## config.mk

```make
export PLATFORM = sky130hd
export DESIGN_NAME = cryptoveril_pipe
export DESIGN_NICKNAME = d
export VERILOG_FILES = /design/src/rtl/cryptoveril_pipe.sv
export SDC_FILE = /design/constraint.sdc
export NUM_CORES = 1
export LEC_CHECK = 0
export BUFFER_PORTS_ARGS = -buffer_cell sky130_fd_sc_hd__buf_2
export CAP_MARGIN = 20
export CORE_ASPECT_RATIO = 1.25
export CORE_MARGIN = 4
export CORE_UTILIZATION = 30
export DETAILED_ROUTE_END_ITERATION = 6
export GPL_TIMING_DRIVEN = 0
export PLACE_DENSITY = 0.56
export SLEW_MARGIN = 40
export SYNTH_ARGS = -nofsm -noshare
export SYNTH_HDL_FRONTEND = slang
export SYNTH_SLANG_ARGS = --single-unit
```

## constraint.sdc

```tcl
create_clock -name clk -period 6.1 [get_ports clk]
set_input_delay 0.61 -clock clk [delete_from_list [all_inputs] [get_ports clk]]
set_output_delay 0.61 -clock clk [all_outputs]
set_load 0.02 [all_outputs]
```

## src/rtl/cryptoveril_pipe.sv

```systemverilog
// ---------------------------------------------------------------------------
// cryptoveril_pipe
//   Parametrised keyed round pipeline. STAGES identical round stages carry a
//   valid/ready stream at one beat per cycle. Every beat travels with its own
//   key and mode, so encrypt and decrypt beats may be freely interleaved.
//
//   Round i: rk_i = in_key replicated to DATA_W bits, rotated left by i
//            r_i  = (key + i) mod DATA_W,  c_i = i + 1
//   Encrypt stage j applies round i = j:          x = rotl(x ^ rk, r) + c
//   Decrypt stage j applies round i = STAGES-1-j: x = rotr(x - c, r) ^ rk
//
//   Optional build macro: CRYPTO_STATS_EN adds stat_beats / stat_stall.
//
// Ports
//   clk, rst        clock; asynchronous active-low reset
//   in_valid/ready  input handshake; in_data, in_key, in_dec sampled on accept
//   out_valid/ready output handshake; out_data result word
//   stat_beats      (CRYPTO_STATS_EN) completed output beats, wraps at 16 bits
//   stat_stall      (CRYPTO_STATS_EN) cycles with out_valid & !out_ready
//
// Handshake: a beat moves across an interface on a rising edge where valid
// and ready are both high. A producer holding valid keeps its payload stable
// until it is taken; ready may depend combinationally on the downstream
// ready (in_ready is the end of a ready chain starting at out_ready).
// ---------------------------------------------------------------------------
module cryptoveril_pipe #(
  parameter int DATA_W = 16,
  parameter int KEY_W  = 5,
  parameter int STAGES = 3
) (
  input  logic              clk,
  input  logic              rst,
  input  logic              in_valid,
  output logic              in_ready,
  input  logic [DATA_W-1:0] in_data,
  input  logic [KEY_W-1:0]  in_key,
  input  logic              in_dec,
  output logic              out_valid,
  input  logic              out_ready,
  output logic [DATA_W-1:0] out_data
`ifdef CRYPTO_STATS_EN
  ,
  output logic [15:0]       stat_beats,
  output logic [15:0]       stat_stall
`endif
);

  // Enough key copies to cover the data width.
  localparam int REP = (DATA_W + KEY_W - 1) / KEY_W;

  function automatic logic [DATA_W-1:0] rotl(input logic [DATA_W-1:0] x, input int r);
    logic [2*DATA_W-1:0] t;
    t = {x, x} << r;
    return t[2*DATA_W-1:DATA_W];
  endfunction

  function automatic logic [DATA_W-1:0] rotr(input logic [DATA_W-1:0] x, input int r);
    logic [2*DATA_W-1:0] t;
    t = {x, x} >> r;
    return t[DATA_W-1:0];
  endfunction

  function automatic logic [DATA_W-1:0] round_fn(input logic [DATA_W-1:0] x,
                                                 input logic [KEY_W-1:0]  key,
                                                 input logic              dec,
                                                 input int                i);
    logic [REP*KEY_W-1:0] rep;
    logic [DATA_W-1:0]    rk;
    logic [DATA_W-1:0]    c;
    int                   r;
    rep = {REP{key}};
    rk  = rotl(rep[DATA_W-1:0], i % DATA_W);
    r   = (int'(key) + i) % DATA_W;
    c   = DATA_W'(i + 1);
    if (dec) round_fn = rotr(x - c, r) ^ rk;
    else     round_fn = rotl(x ^ rk, r) + c;
  endfunction

  // Stage registers
  logic [STAGES-1:0]             v;
  logic [STAGES-1:0]             m;
  logic [STAGES-1:0][DATA_W-1:0] d;
  logic [STAGES-1:0][KEY_W-1:0]  k;

  // Per-stage source (previous stage or input port) and next data
  logic [STAGES-1:0]             src_v;
  logic [STAGES-1:0]             src_m;
  logic [STAGES-1:0][DATA_W-1:0] src_d;
  logic [STAGES-1:0][KEY_W-1:0]  src_k;
  logic [STAGES-1:0][DATA_W-1:0] nxt_d;

  // rdy[s]: stage s loads this cycle (empty, or its content moves on)
  logic [STAGES-1:0]             rdy;

  for (genvar s = 0; s < STAGES; s++) begin : g_src
    if (s == 0) begin : g_head
      assign src_v[s] = in_valid;
      assign src_m[s] = in_dec;
      assign src_d[s] = in_data;
      assign src_k[s] = in_key;
    end else begin : g_body
      assign src_v[s] = v[s-1];
      assign src_m[s] = m[s-1];
      assign src_d[s] = d[s-1];
      assign src_k[s] = k[s-1];
    end
  end

  // Ready chain from the output back to the input; a full stage can still
  // load when its content is taken in the same cycle.
  always_comb begin
    logic down;
    rdy  = '0;
    down = out_ready;
    for (int s = STAGES - 1; s >= 0; s--) begin
      rdy[s] = !v[s] || down;
      down   = rdy[s];
    end
  end

  // Decrypt runs the rounds in reverse order across the physical stages.
  always_comb begin
    nxt_d = '0;
    for (int s = 0; s < STAGES; s++) begin
      nxt_d[s] = round_fn(src_d[s], src_k[s], src_m[s], src_m[s] ? (STAGES - 1 - s) : s);
    end
  end

  always_ff @(posedge clk or negedge rst) begin
    if (!rst) begin
      v <= '0;
      m <= '0;
      d <= '0;
      k <= '0;
    end else begin
      for (int s = 0; s < STAGES; s++) begin
        if (rdy[s]) begin
          v[s] <= src_v[s];
          m[s] <= src_m[s];
          d[s] <= nxt_d[s];
          k[s] <= src_k[s];
        end
      end
    end
  end

  // Held low during reset so the framer cannot push into a clearing pipe.
  assign in_ready  = rst && rdy[0];
  assign out_valid = v[STAGES-1];
  assign out_data  = d[STAGES-1];

  // The last stage's key and mode travel with the beat but have no consumer.
  logic unused_last;
  assign unused_last = ^{k[STAGES-1], m[STAGES-1]};

`ifdef CRYPTO_STATS_EN
  always_ff @(posedge clk or negedge rst) begin
    if (!rst) begin
      stat_beats <= '0;
      stat_stall <= '0;
    end else begin
      if (out_valid && out_ready)  stat_beats <= stat_beats + 16'd1;
      if (out_valid && !out_ready) stat_stall <= stat_stall + 16'd1;
    end
  end
`endif

endmodule

```

# Word-level counts from Yosys, hierarchy flattened
# Index checks and enable logic that the tools add are counted.
# totals
out_inout_bits	18
memories	0
latch_bits	0
ff_bits	63
word_cells	57
mem_bits_ro	0
ramBits	0
# classes
n_addsub	11
order_cmp	0
multipliers	0
muxes	5
n_bitwise	11
n_reduce_logical	12
eq_ne	0
div_mod_pow	0
shifts	8
# op_table
operator	n
$shl 32x32->32	5
$shr 32x32->16	3
$xor 16x16->16	6
$mux 16	3
$add 16x3->16	2
$sub 16x3->16	2
$reduce_or 4->1	5
$add 16x2->16 const B	1
$sub 16x2->16 const B	1
$add 4x2->4	2
$add 2x1->3 const B	2
$and 1x1->1 const A	5
$add 4x1->4 const B	1
$mux 2	2
$logic_not 1->1	3
$logic_or 1x1->1	3
$logic_and 1x1->1	1

# Longest topological paths before layout
# logic_depth
word_depth	8
ltp_mapped	18
mapped_depth_nobuf	16

# Worst setup path before layout
# OpenSTA, ideal clock, no wires.
# synth_path
kind	register -> register
startpoint	reg m[1]
endpoint	reg d (netlist bit out_data[14])
arrival_ns	4.541
period_less_slack_ns	4.623
path_buffers	4
slack_ns	1.477
setup_ns	0.082
path_stages_with_launch	15
path_cell_list	dfrtp_1 -> buf_4 -> clkinv_1 -> ha_1 -> ha_1 -> clkbuf_1 -> xnor2_1 -> clkbuf_1 -> clkbuf_1 -> mux4_2 -> fa_1 -> nand2_1 -> and4b_1 -> or3_1 -> a31oi_1
# synth_via
elab_chain_cells	8
# synth_rtl
element	line_no	text
from (decl)	81	logic [STAGES-1:0] m;
from (signal, indexed assignment)	139	m[s] <= src_m[s];
$mux 2	125	nxt_d[s] = round_fn(src_d[s], src_k[s], src_m[s], src_m[s] ? (STAGES - 1 - s) : s);
$reduce_or 4->1 (no line)	-	
$and 1x1->1 (no line)	-	
$shl 32x32->32	53	t = {x, x} << r;
$xor 16x16->16	76	else round_fn = rotl(x ^ rk, r) + c;
$shl 32x32->32	53	
$add 16x3->16	76	
$mux 16 (*)	75	if (dec) round_fn = rotr(x - c, r) ^ rk;
to (signal, indexed assignment)	140	d[s] <= nxt_d[s];
to (decl)	82	logic [STAGES-1:0][DATA_W-1:0] d;
# Every way passes the cells marked *; elsewhere a longest branch is shown, timed or not.
# A chain may end at the register's enable or synchronous reset.

# Worst setup path in the final report
# Same ends and word-level chain as after synthesis.

==> impl_metrics.ini <==
[placed_design]
pre_cts_ws_ps = 372
gp_congestion = 0.958
io_buffers = 33
hpwlAfterDp_um = 35600

[logic_synthesis]
synthArstFlopShare = 1.00
synth-seq-cells = 63
ys_warn_count = 0
ys_types = 95
yosysSeqAreaShare = 0.132
avgSynthCellArea_sq_um = 7.62
synth_edf_count = 0
yosys_most_used_dff = dfrtp_1
synth_nets = 1607
postSynthCellCount = 1566
syn-cell-area_sq_um = 11900

[setup_path]
cp_max_fo = 12
max_stage_delay_ps = 640
timing.rr.end = out_data[14]
crit_chain = buf_4, clkinv_1, ha_1, ha_1, clkbuf_1, xnor2_1, clkbuf_2, clkbuf_1, mux4_2, fa_1, nand2_1, and4b_1, or3_1, a31oi_1
cp-end-kind = flip-flop
start_kind = flip-flop
reg2reg_depth = 14
reg2reg_from = m[1]
cpMaxStageDelayCell = mux4_2
crit_type = flip-flop to flip-flop
worst-r2r-setup-slack_ps = 540
cp_data_arrival_time_ps = 5830
critPathRequiredTime_ps = 6370

[finish]
area_growth_pct = 9.67
layout-drive-gt1-share = 0.126
final_nets = 1652
seq_area_sq_um = 1580
fill_cells = 4179
layout_commonest_cell = nand2_1
layout_common_cells = nand2_1, nor2_1, clkbuf_1
multi_input_area_sq_um = 9550
fin_util = 0.334
diodes = 0

[clocking]
hold_buffers = 0
clk_latency_ps = 350
numCtsBuffers = 9
clockRootBuffer = clkbuf_16
cts_tree = yes
htreeDepth = 3
clkSinkCount = 63
post_cts_buffers = 0
clockBufferDepth = 2
path_clk_slew_ps = 50

[timing]
final_max_slew_viol_count = 0
worst_pin_slew_ps = 904
min_period_over_period = 0.911
max_slew_margin = 0.392
timing.setup.tns_ps = 0
rsz0062_at_grt = no
setup_slack_ps = 542
max_freq_mhz = 180
fin_skew_ps = 6.44
hold_viol_final = 0
setup_viol = 0
period_minus_slack_ps = 5560

[global_routing]
grt_overflow_total = 0
grt_max_degree = 53
grt_pass1_vias = 12208
track_usage = 0.198
grt_antenna_before_repair = 0
grt_pass1_wl_um = 68900

[route]
drt_wl_total_um = 44100
drt_pass1_iterations = 6
wl_per_cell_um = 20.9
postRouteAntennaNets = 0
vias = 12550
viasPerCell = 5.94
drt_iter0_drc = 1012
drc = 0

[floorplanning]
die_w_um = 186
core_sq_um = 39200
die_h_um = 231
fp-row-count = 81
start_util = 0.304
pin_count = 44
fp.dieArea_sq_um = 43000

[power]
p_leak_uw = 0.00480
vdd_drop_max_mv = 0.143
powerDensity_nw_per_um2 = 436

[worst_hold_path]
min_path_type = input port to asynchronous set/reset pin

[status]
outcome = finished, final reports clean

[run]
maxCapViolations = 0
## sequential cells by signal (all words and copies together), names as in the netlist
register and count:
m 2, k 10, v 3, out_data 16, d 32
## what timing repair did
action	4_1_cts	5_1_grt
hold endpoints to repair	0	0
setup endpoints to repair	0	1
gates resized for setup	0	2
## worst max-delay path, delay by kind of cell (launching register included)
kind	cells	cell delay, ps
multiplexers	1	640
flip-flops	1	470
adder cells (fa/ha/maj)	3	1190
XOR/XNOR	1	420
AO/OA/AOI/OAI	1	170
AND/OR/NAND/NOR	3	810
buffers and inverters	5	1780
## report_power, final
part           leakage [uW]  switching (uW)  internal, uW
clock              0.000151             205           334
sequential         0.000736             115           569
combinational       0.00391            2720          1760
## worst max-delay path by stage
stage | from | to | slack, ps | cells after the start
after floorplan | m[1] | out_data[14] | 1480 | 14
after global placement | m[1] | out_data[14] | 400 | 14
after detailed placement | m[1] | out_data[14] | 370 | 14
after CTS | m[1] | out_data[14] | 350 | 14
after global routing | m[1] | out_data[14] | 140 | 14
final | m[1] | out_data[14] | 540 | 14
## area by class of cell
| cell class | instances | share of cell area |
|---|---|---|
| multi-input combinational | 1311 | 0.730 |
| sequential | 63 | 0.120 |
| buffer | 169 | 0.0571 |
| tap | 498 | 0.0476 |
| clock buffer | 11 | 0.0193 |
| timing repair buffer | 34 | 0.0152 |
| inverter | 23 | 0.00660 |
| clock inverter | 4 | 0.00344 |
## cells in the mapped netlist (33+ instances only)
master / count / share of area
a21oi_1: 88 / 0.037
clkbuf_1: 109 / 0.034
nand3_1: 37 / 0.016
a211oi_1: 33 / 0.021
mux4_2: 37 / 0.070
nor3_1: 48 / 0.020
o21ai_0: 83 / 0.035
nand2_1: 143 / 0.045
xor2_1: 46 / 0.034
xnor2_1: 103 / 0.076
mux2i_1: 93 / 0.078
nor2_1: 123 / 0.039
dfrtp_1: 63 / 0.13
## per-layer routing
metal	vias to the layer above	track usage	routed length (um)	part of all wire
met5	-	0	0	0
met4	0	0.107	2460	0.056
met3	130	0.0175	1710	0.039
met2	467	0.378	23100	0.52
met1	6006	0.215	16800	0.38
li1	5947	-	-	-
## metrics by stage
stage	cells	hold WS [ps]	instance area (sq um)	power (uW)
after floorplan	1566	314	11900	3940
after global placement	2097	474	12700	5070
after detailed placement	2098	457	12800	5080
after CTS	2113	81.8	13100	5650
after global routing	2113	86.3	13100	6120
final	2113	83.3	13100	5710
## kinds of logic (layout without fill, tap and decap cells)
logic type                 Yosys count  in the layout  synth area share
AOI/OAI and AO/OA                  441            441             0.252
xor gates and xnor gates           150            150             0.111
adders and majority gates           15             15            0.0182
buffers and inverters              192            241            0.0697
DFF                                 63             63             0.132
muxes                              166            166             0.184
and+or+nand+nor                    539            539             0.233
(Power assumes the default switching activity.)
